## src/rtl/fre_auto_ctrl.sv

```systemverilog
// Measurement sequencer around the equal-precision frequency meter: periodic start pulses,
// sample capture on end_flag edges, power-of-two averaging and binary-to-BCD conversion.
module fre_auto_ctrl #(
    parameter int START_PERIOD = 25_000_000,
    parameter int TIMEOUT      = 1_000_000,
    parameter int AVG_LOG2     = 2
) (
    input  logic        std_clk,
    input  logic        std_reset,
    input  logic        enable,
    input  logic        meas_end_flag,
    input  logic [9:0]  meas_fre_val,
    output logic        start_flag,
    output logic [9:0]  result_bin,
    output logic [15:0] result_bcd,
    output logic        result_valid,
    output logic        busy,
    output logic        timeout_err
);

    localparam int ACC_W = 10 + AVG_LOG2;
    localparam int SMP_W = AVG_LOG2 + 1;
    localparam int PER_W = $clog2(START_PERIOD);
    localparam int TMO_W = $clog2(TIMEOUT);

    localparam logic [PER_W-1:0] PER_LAST = PER_W'(START_PERIOD - 1);
    // START itself takes one cycle of the period, so WAIT leaves one count early.
    localparam logic [PER_W-1:0] PER_GO   = PER_W'(START_PERIOD - 2);
    localparam logic [TMO_W-1:0] TMO_LAST = TMO_W'(TIMEOUT - 1);
    localparam logic [SMP_W-1:0] SMP_LAST = SMP_W'((1 << AVG_LOG2) - 1);

    typedef enum logic [2:0] {
        S_IDLE,
        S_START,
        S_MEASURE,
        S_WAIT,
        S_CONVERT,
        S_DONE
    } state_t;

    state_t             r_state;
    logic               r_end_d;
    logic [ACC_W-1:0]   r_acc;
    logic [SMP_W-1:0]   r_smp_cnt;
    logic [PER_W-1:0]   r_period_cnt;
    logic [TMO_W-1:0]   r_tmo_cnt;
    logic [3:0]         r_conv_cnt;
    logic [9:0]         r_avg;
    logic [25:0]        r_dd;
    logic               r_start_flag;
    logic [9:0]         r_result_bin;
    logic [15:0]        r_result_bcd;
    logic               r_result_valid;
    logic               r_busy;
    logic               r_timeout_err;

    logic               w_end_rise;
    logic [9:0]         w_avg;
    logic [15:0]        w_bcd_adj;
    logic [25:0]        w_dd_adj;

    assign w_end_rise = meas_end_flag & ~r_end_d;
    assign w_avg      = r_acc[AVG_LOG2 +: 10];

    // Double-dabble: every BCD digit >= 5 gets +3 before the register shifts left.
    for (genvar gi = 0; gi < 4; gi++) begin : g_dabble
        assign w_bcd_adj[gi*4 +: 4] = (r_dd[10 + gi*4 +: 4] >= 4'd5) ?
                                      r_dd[10 + gi*4 +: 4] + 4'd3 :
                                      r_dd[10 + gi*4 +: 4];
    end
    assign w_dd_adj = {w_bcd_adj, r_dd[9:0]};

    always_ff @(posedge std_clk or negedge std_reset) begin
        if (!std_reset) begin
            r_state        <= S_IDLE;
            r_end_d        <= 1'b0;
            r_acc          <= '0;
            r_smp_cnt      <= '0;
            r_period_cnt   <= '0;
            r_tmo_cnt      <= '0;
            r_conv_cnt     <= '0;
            r_avg          <= '0;
            r_dd           <= '0;
            r_start_flag   <= 1'b0;
            r_result_bin   <= '0;
            r_result_bcd   <= '0;
            r_result_valid <= 1'b0;
            r_busy         <= 1'b0;
            r_timeout_err  <= 1'b0;
        end else begin
            r_end_d        <= meas_end_flag;
            r_start_flag   <= 1'b0;
            r_result_valid <= 1'b0;
            if (!enable) begin
                r_state       <= S_IDLE;
                r_busy        <= 1'b0;
                r_acc         <= '0;
                r_smp_cnt     <= '0;
                r_period_cnt  <= '0;
                r_tmo_cnt     <= '0;
                r_conv_cnt    <= '0;
                r_timeout_err <= 1'b0;
            end else begin
                r_busy <= 1'b1;
                if (r_state != S_IDLE && r_state != S_START && r_period_cnt != PER_LAST)
                    r_period_cnt <= r_period_cnt + PER_W'(1);
                case (r_state)
                    S_IDLE: begin
                        r_state <= S_START;
                    end
                    S_START: begin
                        r_start_flag <= 1'b1;
                        r_period_cnt <= '0;
                        r_tmo_cnt    <= '0;
                        r_state      <= S_MEASURE;
                    end
                    S_MEASURE: begin
                        if (w_end_rise) begin
                            r_acc      <= r_acc + ACC_W'(meas_fre_val);
                            r_smp_cnt  <= r_smp_cnt + SMP_W'(1);
                            r_conv_cnt <= '0;
                            r_state    <= (r_smp_cnt == SMP_LAST) ? S_CONVERT : S_WAIT;
                        end else if (r_tmo_cnt == TMO_LAST) begin
                            r_timeout_err <= 1'b1;
                            r_acc         <= '0;
                            r_smp_cnt     <= '0;
                            r_state       <= S_WAIT;
                        end else begin
                            r_tmo_cnt <= r_tmo_cnt + TMO_W'(1);
                        end
                    end
                    S_WAIT: begin
                        if (r_period_cnt >= PER_GO)
                            r_state <= S_START;
                    end
                    S_CONVERT: begin
                        if (r_conv_cnt == 4'd0) begin
                            r_avg      <= w_avg;
                            r_dd       <= {16'h0000, w_avg};
                            r_conv_cnt <= 4'd1;
                        end else begin
                            r_dd       <= w_dd_adj << 1;
                            r_conv_cnt <= r_conv_cnt + 4'd1;
                            if (r_conv_cnt == 4'd10)
                                r_state <= S_DONE;
                        end
                    end
                    S_DONE: begin
                        r_result_bin   <= r_avg;
                        r_result_bcd   <= r_dd[25:10];
                        r_result_valid <= 1'b1;
                        r_acc          <= '0;
                        r_smp_cnt      <= '0;
                        r_state        <= S_WAIT;
                    end
                    default: begin
                        r_state <= S_IDLE;
                    end
                endcase
            end
        end
    end

    assign start_flag   = r_start_flag;
    assign result_bin   = r_result_bin;
    assign result_bcd   = r_result_bcd;
    assign result_valid = r_result_valid;
    assign busy         = r_busy;
    assign timeout_err  = r_timeout_err;

endmodule

```

## config.mk

```make
export PLATFORM = sky130hd
export DESIGN_NAME = fre_auto_ctrl
export DESIGN_NICKNAME = d
export VERILOG_FILES = /design/src/rtl/fre_auto_ctrl.sv
export SDC_FILE = /design/constraint.sdc
export NUM_CORES = 1
export LEC_CHECK = 0
export CAP_MARGIN = 0
export CORE_MARGIN = 2
export CORE_UTILIZATION = 40
export CTS_BUF_LIST = sky130_fd_sc_hd__clkbuf_4 sky130_fd_sc_hd__clkbuf_8
export CTS_CLUSTER_DIAMETER = 200
export CTS_CLUSTER_SIZE = 10
export DETAILED_ROUTE_END_ITERATION = 6
export PLACE_DENSITY = 0.57
export SYNTH_ARGS = -nofsm -noshare
export SYNTH_HDL_FRONTEND = slang
export SYNTH_SLANG_ARGS = --single-unit
```

## constraint.sdc

```tcl
create_clock -name std_clk -period 6.3 [get_ports std_clk]
set_clock_uncertainty 0.15 [all_clocks]
set_input_delay 1.575 -clock std_clk [delete_from_list [all_inputs] [get_ports std_clk]]
set_output_delay 1.575 -clock std_clk [all_outputs]
set_load 0.005 [all_outputs]
```

# == Word-level counts from Yosys, hierarchy flattened ==
# Cells that the tools add are included.
# totals
ff_bits,134
elab_cells,109
inputBits,14
out_inout_bits,30
# op_classes
reduce_logical,13
add_sub_neg,9
muxes,41
n_eq_ne,24
magnitude_cmp,5
n_bitwise,2
# ops
operator,count
25-bit 2-to-1 mux,3
20-bit 2-to-1 mux,3
20-bit case mux with 2 select lines,1
12-bit 2-to-1 mux,3
3-bit 2-to-1 mux,11
26-bit 2-to-1 mux,1
"25-bit by 1-bit adder with 25-bit output, second input constant",1
"25-bit greater-or-equal comparator, second input constant",1
"25-bit inequality test, second input constant",1
4-bit 2-to-1 mux,6
12-bit case mux with 2 select lines,1
"20-bit by 1-bit adder with 20-bit output, second input constant",1
"20-bit == test, second input constant",1
"3-bit inequality test, second input constant",6
3-bit case mux with 6 select lines,1
"4-bit by 3-bit greater-or-equal comparator with 1-bit output, second input constant",4
"3-bit by 1-bit inequality test with 1-bit output, second input constant",5
12-bit by 10-bit adder with 12-bit output,1
"4-bit by 2-bit adder with 4-bit output, second input constant",3
"3-bit by 2-bit == test with 1-bit output, second input constant",3
1-bit 2-to-1 mux,9
3-bit AND reduction,3
4-bit case mux with 2 select lines,1
2-bit AND reduction,4
other kinds (17),20

# == Depth between registers and ports, before layout ==
# Gate-level depths: netlist of the first run.
# depth
ltp_word,6
depth_mapped,9
mapped_depth_nobuf,8

# == Worst setup path before layout of the first run ==
# No wires, ideal clock.
# synth_timing
path_kind,input to register
startpoint,in meas_fre_val[2]
endpoint,reg r_acc[11]
setup_ns,0.119
n_path_buf,0
slack_ns,2.929
cell_stages,7
t_arrival_ns,3.102
required_time_ns,6.031
cell_sequence,ha_1 nand3_1 o211ai_1 a2bb2oi_1 a211oi_1 or4_1 o21a_1
# synth_between
elab_chain_len,4
# synth_lines
item,line,source
"start, declared",12,"input logic [9:0] meas_fre_val,"
12-bit by 10-bit adder with 12-bit output,119,r_acc <= r_acc + ACC_W'(meas_fre_val);
12-bit 2-to-1 mux,118,if (w_end_rise) begin
12-bit case mux with 2 select lines,107,case (r_state)
12-bit 2-to-1 mux,94,if (!enable) begin
"end signal, assigned",119,
"end, declared",43,logic [ACC_W-1:0] r_acc;
# Every way passes these cells.
# A chain may end at the register's enable or synchronous reset.

# == Final worst setup path of the first run ==
# layout_timing
startpoint,in enable
endpoint,reg r_dd[21]
# layout_between
elab_chain_len,1
# layout_lines
item,line,source
"start, declared",10,"input logic enable,"
2-bit AND reduction (no source line),n/a,
"end signal, assigned",139,"r_dd <= {16'h0000, w_avg};"
"end signal, assigned",142,r_dd <= w_dd_adj << 1;
"end, declared",49,logic [25:0] r_dd;
# Every way passes these cells.

==> results.cfg, run 1 <==
[final_layout]
multi_input_area_mm2 = 0.00329
drive_gt1_share_pct = 8.33
final_nets = 796
syn_to_final_growth_pct = 15.0
fillers = 1558
n_antenna_cell = 0
final-seq-area_mm2 = 0.00335

[global_routing]
grt_pass1_vias = 5120
grt_pass1_wl_um = 24800
antenna_found_initial = 0
top_usage_layer = met2
grt_start_max_net_pins = 99
overflow = 0
grt_util_met2_pct = 27.4
use_met3_pct = 3.83
track_usage_pct = 17.1
grtUsageMet1_pct = 22.9

[synth]
synth_area_per_cell_um2 = 9.52
synth_cell_types = 56
syn-cell-area_mm2 = 0.00682
ys_warn_count = 0
yosys-mux-area-fraction_pct = 2.79
synthSimpleGateAreaFrac_pct = 20.9
ys_seq_area_share_pct = 49.2
synth_compound_area_share_pct = 14.8
syn_inst = 716
yosys.area_share.xor_xnor_pct = 4.50
ys_seq_elements = 134
syn_nets = 757
synth_fa_ha_area_share_pct = 5.07
ys.flop_type = dfrtp_1
synth_top_family_by_area = simple AND/OR/NAND/NOR gates
synth-edff-count = 0
synthArstFlopShare_pct = 100

[timing]
final-max-slew-violation-count = 0
period_share_pct = 64.2
max_freq_mhz = 247
worst_slew_margin_rel_pct = 28.6
tns_ns = 0
whs_ns = 0.325
final_hold_viol_count = 0
setup_violations = 0
finalCriticalPeriod_ns = 4.04
rsz0062_at_grt = no
worst_pin_slew_ns = 1.07

[clock_tree]
clock_latency_ns = 0.46
htree_num_levels = 4
clk_pin_slew_ns = 0.08
hold_buffers = 0
cts_resized = 0
cts.sink_count = 134
cts_buffer_depth = 2
root_buffer = clkbuf_8
cts_buffers = 17
postCtsSetupBuffers = 0
cts_tree = done

[setup_path]
critical_path.max_stage_delay_ns = 0.85
crit_family = simple AND/OR/NAND/NOR gates
crit_required_ns = 6.54
worstPathMaxFanout = 17
setup.worst_path.end_class = flop
path_cells = clkdlybuf4s50_1 > nor2b_1 > nand2_1 > or2_2 > nor2_1 > a32o_1
crit_path_top_delay_cell = nor2_1
crit_buf_inv = 1
startpoint_type = primary input
crit_type = in2reg
critPathArrivalTime_ns = 4.28

[floorplanning]
row_count = 47
start_util_pct = 41.0
die_h_um = 135
die_w_um = 135
num_io_pins = 44
core_region_area_mm2 = 0.0166
die_area_mm2 = 0.0181

[route]
drt-pass1-iter-count = 5
route.vias.total = 5265
ant_nets = 0
drc = 0
via_per_inst = 5.33
drtIter0Drc = 377
drt-total-wl_um = 14500
wl_per_cell_um = 14.7

[placement]
gp_congestion = 0.871
hpwl_um = 9970
io_buffers = 43

[min_path]
hold_path_class = reg2reg

[power_and_ir_drop]
powerDensity_mw_per_mm2 = 219
peakVddDrop_v = 0.000129
leakagePower_nw = 3.44

[status]
status = finished, final reports clean

[job]
drv_cap = 0
-- power by group --
group | switching (W) | internal [W] | total (W)
combinational | 0.0000854 | 0.0000454 | 0.000131
clock | 0.000360 | 0.000335 | 0.000695
sequential | 0.0000179 | 0.000870 | 0.000887
-- sequential cells by signal (all words and copies together) (netlist names) --
| signal | count |
|---|---|
| r_conv_cnt | 4 |
| r_smp_cnt | 3 |
| r_state | 3 |
| start_flag | 1 |
| r_tmo_cnt | 20 |
| r_avg | 10 |
| r_period_cnt | 25 |
| r_acc | 12 |
| timeout_err | 1 |
| r_dd | 26 |
| result_valid | 1 |
| r_end_d | 1 |
| busy | 1 |
| result_bin | 10 |
| result_bcd | 16 |
-- cells in the mapped netlist, drive strengths merged (6+ instances only) --
master,n,area [um^2]
or3,9,56.3
nand3,27,135
nand2b,12,75.1
clkbuf,25,93.8
dfrtp,134,3350
ha,26,325
xor2,15,131
nor3,10,50.1
a21oi,18,90.1
a22o,8,70.1
o21a,8,60.1
inv,20,75.1
nor2,58,218
o21ai,61,317
xnor2,20,175
a31oi,14,87.6
o31ai,19,143
and3,7,43.8
nand2,134,503
nand4,12,75.1
mux2,16,180
nor2b,6,37.5
-- layout make-up --
| cell class | count | area share (%) |
|---|---|---|
| inverters | 20 | 0.958 |
| clock inverters | 13 | 1.60 |
| flip-flops and latches | 134 | 42.8 |
| multi-input cells | 535 | 41.9 |
| clock buffers | 19 | 3.34 |
| repair buffers | 47 | 5.89 |
| well taps | 220 | 3.51 |
-- placed cells by master, fill, tap and decap left out, drive strengths merged, types with 19 or more instances in the layout --
master,netlist,final
nand2,134,134
dfrtp,134,134
o21ai,61,61
nor2,58,58
clkdlybuf4s50,0,42
nand3,27,27
ha,26,26
inv,20,22
xnor2,20,20
o31ai,19,19
clkbuf,25,19
-- logic make-up (layout without fill, tap and decap cells) --
group | after synthesis | in the layout
adders and majority gates | 27 | 27
xor gates and xnor gates | 35 | 35
AOI/OAI and AO/OA | 156 | 156
muxes | 17 | 17
and+or+nand+nor | 300 | 300
DFF | 134 | 134
buffers and inverters | 47 | 99
-- per-stage QoR --
step / setup slack [ns] / cell area [um^2] / utilization [%] / total power (W) / cells
4_1_cts: 2.27 / 7840 / 47.1 / 0.00173 / 988
3_5_place_dp: 1.77 / 7450 / 44.8 / 0.00104 / 956
2_1_floorplan: 2.93 / 6820 / - / 0.000983 / 716
5_1_grt: 2.00 / 7840 / 47.1 / 0.00179 / 988
3_3_place_gp: 1.88 / 7450 / 44.8 / 0.00103 / 956
6_report: 2.26 / 7840 / 47.1 / 0.00171 / 988
-- metal layers --
metal  vias to the layer above  part of all wire (%)
met5                         -                     0
met4                         0                   1.9
met3                        23                   3.2
met2                        85                    47
met1                      2552                    48
li1                       2605                     -
-- worst reg2reg max path: stages, from the launching register on --
cell and delay (ns):
dfrtp_1 0.61, inv_1 0.15, or3_1 0.36, a22oi_1 0.41
nand2_1 0.41, or4_1 0.57, a21oi_1 0.15
-- path summary, 6_finish.rpt --
kind                                              to              startpoint  slack, ns  cells after the start
setup / recovery                r_dd[21]$_DFFE_PN0P_                  enable       2.26                      6
hold / removal             result_bin[1]$_DFFE_PN0P_    r_avg[1]$_DFFE_PN0P_       0.33                      2
setup reg to reg           r_tmo_cnt[18]$_DFFE_PN0P_  r_state[1]$_DFFE_PN0P_       3.41                      6
hold reg to reg            result_bin[1]$_DFFE_PN0P_    r_avg[1]$_DFFE_PN0P_       0.33                      2
max in group asynchronous       r_dd[17]$_DFFE_PN0P_               std_reset       3.91                      2
min in group asynchronous   r_tmo_cnt[8]$_DFFE_PN0P_               std_reset       1.06                      1
Note: power is estimated with default switching activity, not from simulation.
==> run 2: changes to the inputs <==
==> constraint.sdc (replaced) <==
create_clock -name std_clk -period 4.25 [get_ports std_clk]
set_clock_uncertainty 0.15 [all_clocks]
set_input_delay 1.0625 -clock std_clk [delete_from_list [all_inputs] [get_ports std_clk]]
set_output_delay 1.0625 -clock std_clk [all_outputs]
set_load 0.005 [all_outputs]
==> results.cfg, run 2 (synthesis gave the netlist of run 1 again) <==
[status]
status = finished with violations
violations = design-rule violations

[route]
drt-pass1-iter-count = 7
drc = 1
drtIter0Drc = 333
via_per_inst = 5.32
ant_nets = 0
wl_per_cell_um = 14.6
route.vias.total = 5287
drt-total-wl_um = 14500

[placement]
gp_congestion = 0.846
io_buffers = 43
post-place-cells = 961
hpwl_um = 10000

[timing]
final_hold_viol_count = 0
tns_ns = 0
rsz0062_at_grt = no
worst_pin_slew_ns = 0.921
max_freq_mhz = 336
final-max-slew-violation-count = 0
period_share_pct = 70.1
worst_slew_margin_rel_pct = 38.6
setup_violations = 0
finalCriticalPeriod_ns = 2.98

[clock_tree]
cts_buffer_depth = 2
postCtsSetupBuffers = 0
htree_num_levels = 4
cts_buffers = 17
cts.sink_count = 134
clk_pin_slew_ns = 0.08
clock_latency_ns = 0.44
hold_buffers = 0
cts_tree = done
root_buffer = clkbuf_8
cts_resized = 0

[setup_path]
setup.worst_path.end_class = flop
startpoint_type = primary input
crit_type = in2reg
critPathArrivalTime_ns = 3.21
worstPathMaxFanout = 15
crit_required_ns = 4.48

[floorplanning]
die_w_um = 135
die_area_mm2 = 0.0181
core_region_area_mm2 = 0.0166
die_h_um = 135
start_util_pct = 41.0
num_io_pins = 44
row_count = 47

[global_routing]
grt_pass1_vias = 5237
overflow = 0
grt_start_max_net_pins = 103
antenna_found_initial = 0
grt_pass1_wl_um = 24900
track_usage_pct = 17.1

[final_layout]
reg_top3 = r_dd: 26 flops, r_period_cnt: 25 flops, r_tmo_cnt: 20 flops
largest-register = r_dd
final_nets = 801
n_antenna_cell = 0
syn_to_final_growth_pct = 15.5
final_cell_mix = nand2_1 (134), dfrtp_1 (134), o21ai_0 (59), nor2_1 (57), clkdlybuf4s50_1 (42)
instances_no_fill = 993
drive_gt1_share_pct = 8.93
largest_reg_flops = 26

[power_and_ir_drop]
leakagePower_nw = 3.50
finalPower_w = 0.00255
peakVddDrop_v = 0.000175
powerDensity_mw_per_mm2 = 324

[job]
drv_cap = 0

[min_path]
hold_path_class = reg2reg
==> run 2: power by group <==
part,switching (W),internal (W),leakage (nW)
clock network,0.000545,0.000493,0.197
logic,0.000128,0.0000717,1.48
registers,0.0000259,0.00129,1.82
total,0.000699,0.00185,3.50
==> run 2: worst paths after layout <==
kind	from	to	slack (ns)	cells after the start
max	enable	r_dd[21]$_DFFE_PN0P_	1.27	8
min	r_avg[4]$_DFFE_PN0P_	result_bin[4]$_DFFE_PN0P_	0.33	2
max reg2reg	r_tmo_cnt[12]$_DFFE_PN0P_	r_acc[11]$_DFFE_PN0P_	1.39	6
min reg2reg	r_avg[4]$_DFFE_PN0P_	result_bin[4]$_DFFE_PN0P_	0.33	2
max in group asynchronous	std_reset	result_bcd[7]$_DFFE_PN0P_	2.56	2
min in group asynchronous	std_reset	r_tmo_cnt[14]$_DFFE_PN0P_	0.57	1
==> run 2: final cells by class <==
cell class                 instances  area (um^2)
fill                            1561         8770
inverter                          20         75.1
clock buffer                      18          248
clock inverter                    14          138
tap                              220          275
sequential                       134         3350
timing repair buffer              52          499
multi-input combinational        535         3290
==> run 2: stage by stage <==
stage	util (%)	hold WS (ns)	instance area, um^2	setup WS, ns
floorplan	-	0.283	6820	1.39
finish	47.3	0.328	7870	1.27
global placement	45.0	0.308	7490	0.840
CTS	47.3	0.330	7870	1.32
detailed placement	45.0	0.310	7490	0.824
global route	47.3	0.354	7870	1.13
==> run 2: worst max-delay path, stage by stage <==
cell and delay [ns]:
clkdlybuf4s50_1 0.62, buf_4 0.22, nor2b_1 0.18, nand2_1 0.10
or2_2 0.41, nor2_1 0.17, buf_4 0.24, a32o_1 0.20
==> run 2: per-layer routing <==
metal / wire length [um] / GRT usage [%]
met1: 6900 / 22.6
met5: 0 / 0
met3: 406 / 3.49
met2: 6940 / 27.4
met4: 223 / 6.90
